--- config.mk ---
export PLATFORM = sky130hd
export DESIGN_NAME = fetch_sequencer
export DESIGN_NICKNAME = d
export VERILOG_FILES = /design/src/rtl/fetch_sequencer.sv
export SDC_FILE = /design/constraint.sdc
export NUM_CORES = 1
export LEC_CHECK = 0
export BUFFER_PORTS_ARGS = -buffer_cell sky130_fd_sc_hd__buf_2
export CORE_AREA = 2 2 44 46
export CTS_CLUSTER_SIZE = 10
export DETAILED_ROUTE_END_ITERATION = 12
export DIE_AREA = 0 0 46 48
export GPL_TIMING_DRIVEN = 0
export HOLD_SLACK_MARGIN = 0.08
export PLACE_DENSITY = 0.72
export RECOVER_POWER = 25
export SYNTH_ARGS = -nofsm -noshare
export SYNTH_HDL_FRONTEND = slang
export SYNTH_SLANG_ARGS = --single-unit
--- constraint.sdc ---
create_clock -name fclk -period 1.4 [get_ports fclk]
set_input_delay 0 -clock fclk [delete_from_list [all_inputs] [get_ports fclk]]
set_output_delay 0 -clock fclk [all_outputs]
set_load 0.005 [all_outputs]
--- src/rtl/fetch_sequencer.sv ---
// Purpose : Opcode fetch / execute-cycle sequencer. It injects BRK (8'h00) for
//           RESET, NMI and IRQ, counts execute cycles T1..T7 and flags runaway
//           instructions.
// Ports   : fclk/reset (sync, active-high); cycle_en & rdy form "advance";
//           data_in/instr_done come from the bus and decoder; nmi/irq/irq_mask
//           are the interrupt inputs; outputs are ir_signal, opcode_out, sync,
//           t_state, pc_inc, vector_sel and timeout_err.
// Timing  : ir_signal and pc_inc are combinational in the advance cycle. All
//           other outputs are registered and update on the advancing edge.
//           With rdy=0 every register holds, except the NMI edge detector.
module fetch_sequencer (
    input  logic       fclk,
    input  logic       reset,
    input  logic       cycle_en,
    input  logic       rdy,
    input  logic [7:0] data_in,
    input  logic       instr_done,
    input  logic       nmi,
    input  logic       irq,
    input  logic       irq_mask,
    output logic       ir_signal,
    output logic [7:0] opcode_out,
    output logic       sync,
    output logic [2:0] t_state,
    output logic       pc_inc,
    output logic [1:0] vector_sel,
    output logic       timeout_err
);

    typedef enum logic {
        S_FETCH = 1'b0,
        S_EXEC  = 1'b1
    } state_e;

    localparam logic [7:0] OP_BRK = 8'h00;
    localparam logic [7:0] OP_NOP = 8'hEA;

    localparam logic [1:0] VEC_NONE  = 2'b00;
    localparam logic [1:0] VEC_IRQ   = 2'b01;
    localparam logic [1:0] VEC_NMI   = 2'b10;
    localparam logic [1:0] VEC_RESET = 2'b11;

    state_e     state_q, state_d;
    logic [2:0] t_q, t_d;
    logic [7:0] opcode_q, opcode_d;
    logic [1:0] vsel_q, vsel_d;
    logic       timeout_q, timeout_d;
    logic       reset_pend_q, reset_pend_d;
    logic       nmi_pend_q, nmi_pend_d;
    logic       nmi_smp_q;

    logic advance;
    logic nmi_edge;
    logic nmi_clr;
    logic ir_raw;
    logic pc_raw;

    assign advance  = cycle_en & rdy;
    assign nmi_edge = nmi & ~nmi_smp_q;

    always_comb begin
        state_d      = state_q;
        t_d          = t_q;
        opcode_d     = opcode_q;
        vsel_d       = vsel_q;
        timeout_d    = timeout_q;
        reset_pend_d = reset_pend_q;
        nmi_clr      = 1'b0;
        ir_raw       = 1'b0;
        pc_raw       = 1'b0;

        unique case (state_q)
            S_FETCH: begin
                if (advance) begin
                    ir_raw  = 1'b1;
                    state_d = S_EXEC;
                    t_d     = 3'd1;
                    if (reset_pend_q) begin
                        opcode_d     = OP_BRK;
                        vsel_d       = VEC_RESET;
                        reset_pend_d = 1'b0;
                    end else if (nmi_pend_q) begin
                        opcode_d = OP_BRK;
                        vsel_d   = VEC_NMI;
                        nmi_clr  = 1'b1;
                    end else if (irq && !irq_mask) begin
                        // IRQ is level sensitive and has no pending flag.
                        // The source must hold the line until it is serviced.
                        opcode_d = OP_BRK;
                        vsel_d   = VEC_IRQ;
                    end else begin
                        opcode_d = data_in;
                        vsel_d   = VEC_NONE;
                        pc_raw   = 1'b1;
                    end
                end
            end
            S_EXEC: begin
                if (advance) begin
                    if (instr_done) begin
                        state_d = S_FETCH;
                        t_d     = 3'd0;
                    end else if (t_q == 3'd7) begin
                        // Abandon the runaway instruction and refetch.
                        state_d   = S_FETCH;
                        t_d       = 3'd0;
                        timeout_d = 1'b1;
                    end else begin
                        t_d = t_q + 3'd1;
                    end
                end
            end
        endcase

        // A new edge that lands on the service edge wins, so that NMI is not lost.
        nmi_pend_d = (nmi_pend_q & ~nmi_clr) | nmi_edge;
    end

    always_ff @(posedge fclk) begin
        if (reset) begin
            state_q      <= S_FETCH;
            t_q          <= 3'd0;
            opcode_q     <= OP_NOP;
            vsel_q       <= VEC_NONE;
            timeout_q    <= 1'b0;
            reset_pend_q <= 1'b1;
            nmi_pend_q   <= 1'b0;
            nmi_smp_q    <= 1'b0;
        end else begin
            state_q      <= state_d;
            t_q          <= t_d;
            opcode_q     <= opcode_d;
            vsel_q       <= vsel_d;
            timeout_q    <= timeout_d;
            reset_pend_q <= reset_pend_d;
            nmi_pend_q   <= nmi_pend_d;
            nmi_smp_q    <= nmi;
        end
    end

    // Reset takes priority over an in-flight advance. No strobes fire in the reset cycle.
    assign ir_signal   = ir_raw & ~reset;
    assign pc_inc      = pc_raw & ~reset;
    assign opcode_out  = opcode_q;
    assign sync        = (state_q == S_FETCH);
    assign t_state     = t_q;
    assign vector_sel  = vsel_q;
    assign timeout_err = timeout_q;

endmodule

==> run_results.csv <==
group,metric,value,unit
drt,initialDrtViolationCount,13,
hold_path,hold_path_class,"in2reg",
worst_setup_path,r2r_slack,120,ps
worst_setup_path,critical_path_class,"reg2out",
placement,port_buffers,31,
drt,wl,1760,um
sta,finalCritPeriodShare,94.3,%
worst_setup_path,path_buf_inv,2,
die,ioPinCount,33,
worst_setup_path,worstPathRequired,1400,ps
logic_synthesis,ys_types,25,
sta,tightest_slew,454,ps
global_routing,antenna_found_initial,0,
worst_setup_path,cp.depth,5,
global_routing,grt_pass1_wl,2680,um
logic_synthesis,ys_seq_area_share,51.0,%
sta,drv_slew,0,
sta,finalHoldViolCount,0,
clock_network,clock-root-buffer,"clkbuf_4",
logic_synthesis,synth-compound-area-share,18.2,%
drt,via_per_inst,5.19,
status,status,"finished, final reports clean",
worst_setup_path,cp_cell_sequence,"nand3b_1 > buf_6 > nor2_2 > and3_1 > buf_2",
sta,setup_viol,0,
placement,pre_cts_ws,124,ps
layout,fin_area,1070,sq um
worst_setup_path,crit_path_end,"pc_inc",
sta,fin_crit,1320,ps
logic_synthesis,synthAdderAreaFrac,3.54,%
drt,route.detailed.drc,0,
global_routing,overflow,0,
layout,multi_input_comb_area,318,sq um
logic_synthesis,synth.avg_cell_area,9.43,sq um
logic_synthesis,syn_inst,75,
layout,mostFrequentLayoutCells,"buf_2 (28), dfxtp_1 (17), dlygate4sd3_1 (13), nand2_1 (8), a21oi_1 (6)",
layout,register_area,364,sq um
clock_network,cts_tree,"done",
worst_setup_path,worstSetupStartpoint,"state_q",
placement,gp_congestion,0.734,
worst_setup_path,cp_max_fo,6,
die,core_area,1690,sq um
sta,fmax,758,MHz
layout,n_antenna_cell,0,
drt,routed_wire_length_per_instance,12.4,um
global_routing,grt_util_all_layers,17.6,%
layout,mostFrequentLayoutCell,"buf_2",
clock_network,clock-sinks,18,
worst_setup_path,reg2reg_depth,4,
global_routing,grt_pass1_vias,650,
sta,fin_skew,1.48,ps
layout,drive_above_1_share,32.0,%
worst_setup_path,r2r_end,"opcode_out[1]",
worst_setup_path,start_kind,"flip-flop",
worst_setup_path,critPathTopFamily,"simple AND/OR/NAND/NOR gates",
power_and_ir_drop,p_leak,0.000485,uW
logic_synthesis,synth-simple-area-share,22.8,%
sta,relSlewSlack,69.7,%
drt,drt-pass1-iter-count,4,
power_and_ir_drop,power_density,954,nW/um^2
die,fp.dieW,46,um
logic_synthesis,ys_seq_elements,18,
clock_network,path_clk_slew,100,ps
logic_synthesis,synth-xor-area-share,0,%
worst_setup_path,slowest_stage,"dfxtp_4",
logic_synthesis,synth_area,707,sq um
layout,nFillCells,146,
worst_setup_path,max_stage_delay,370,ps
power_and_ir_drop,peakVddDrop,0.000674,V
worst_setup_path,worstReg2RegStart,"state_q",
logic_synthesis,synthesis.nets,93,
clock_network,htree_levels,1,
placement,dpl_cell_area,883,sq um
die,initial_utilization,41.9,%
drt,antenna_left,0,
clock_network,clock_latency,290,ps
sta,finalSetupTns,0,ps
layout,final_util,63.6,%
worst_setup_path,crit_path_end_kind,"output pin",
die,die_h,48,um
logic_synthesis,synth_top_family_by_area,"simple AND/OR/NAND/NOR gates",
job,maxCapViolations,0,
drt,vias,737,
worst_setup_path,crit_arrival,1320,ps
clock_network,clock_path_buffers,2,
sta,rsz0062_at_grt,"no",
die,std_cell_rows,15,
placement,dp_hpwl,1150,um
power_and_ir_drop,power,1020,uW
global_routing,grt_max_degree,11,
logic_synthesis,synth_mux_area_share,0,%
logic_synthesis,yosys_warnings,0,
clock_network,numCtsBuffers,3,
sta,fin_ws,80.3,ps
layout,syn_to_final_growth,51.9,%
layout,fin_nets,144,
die,die_area,2210,sq um
[final cells by class]
class | instances | share of cell area [%]
buffer | 4 | 2.80
clock buffer | 4 | 3.38
inverter | 2 | 0.699
multi-input combinational | 51 | 29.6
sequential | 18 | 33.9
tap | 17 | 1.98
timing repair buffer | 46 | 27.6
[synth_stat cells (all sizes together)]
cell,instances,area [sq um]
nor2,6,22.5
and2,1,6.26
nand2b,2,12.5
nand2,8,30.0
ha,2,25.0
nor2b,2,12.5
buf,2,16.3
o221a,1,11.3
nand3b,1,7.51
a211oi,1,7.51
a221o,5,50.1
nor3,3,15.0
inv,2,7.51
dfxtp,18,360
a21oi,6,30.0
and3,2,17.5
nand3,2,10.0
a31oi,1,6.26
clkbuf,2,7.51
o2111ai,1,8.76
nand4,3,18.8
o21ai,3,15.0
and3b,1,8.76
[per-layer routing]
| layer | share of wire (%) | track usage (%) | vias up |
|---|---|---|---|
| met5 | 0 | 0 | - |
| met4 | 1.1 | 10.9 | 0 |
| met3 | 4.0 | 3.77 | 2 |
| met2 | 51 | 31.1 | 24 |
| met1 | 44 | 19.3 | 339 |
| li1 | - | - | 372 |
[per-stage QoR]
step / hold WS, ps / instances
CTS: 85.3 / 140
global route: 149 / 142
global placement: 222 / 123
finish: 115 / 142
detailed placement: 227 / 123
floorplan: 128 / 75
[worst reg2reg max path, delay by kind of cell, from the launching register on]
family	cells	cell delay, ps
AOI/OAI and AO/OA	1	330
buffers and inverters	2	290
DFF	1	370
and+or+nand+nor	1	190
[state kept, by name (all words and copies together), names as in the netlist]
register,flops
reset_pend_q,1
timeout_err,1
opcode_out,8
t_state,3
state_q,1
vector_sel,2
nmi_smp_q,1
nmi_pend_q,1
[worst min path at each step]
| stage | slack, ps | end | from | depth (start not counted) |
|---|---|---|---|---|
| global route | 150 | reset_pend_q | reset | 3 |
| detailed placement | 230 | opcode_out[1] | data_in[1] | 2 |
| global placement | 220 | opcode_out[5] | data_in[5] | 2 |
| CTS | 90 | reset_pend_q | reset | 3 |
| floorplan | 130 | nmi_smp_q | nmi | 1 |
| finish | 110 | reset_pend_q | reset | 3 |
[kinds of logic after synthesis]
group,count (synthesis)
adder cells (fa/ha/maj),2
flip-flops,18
AO/OA/AOI/OAI,18
buffers and inverters,6
AND/OR/NAND/NOR,31
[where the power goes]
group / leakage [uW] / switching [uW] / internal [uW]
Sequential: 0.000149 / 15.8 / 537
Combinational: 0.000316 / 67.6 / 88.3
Clock: 0.0000210 / 157 / 158
Total: 0.000485 / 240 / 784
[repair_timing]
action	4_1_cts	5_1_grt
hold buffers	13	0
endpoints found under the setup margin	1	1
setup buffers	0	2
hold endpoints to repair	14	0
cloned	0	0
gates resized for setup	2	3
Note: power is estimated with default switching activity, not from simulation.
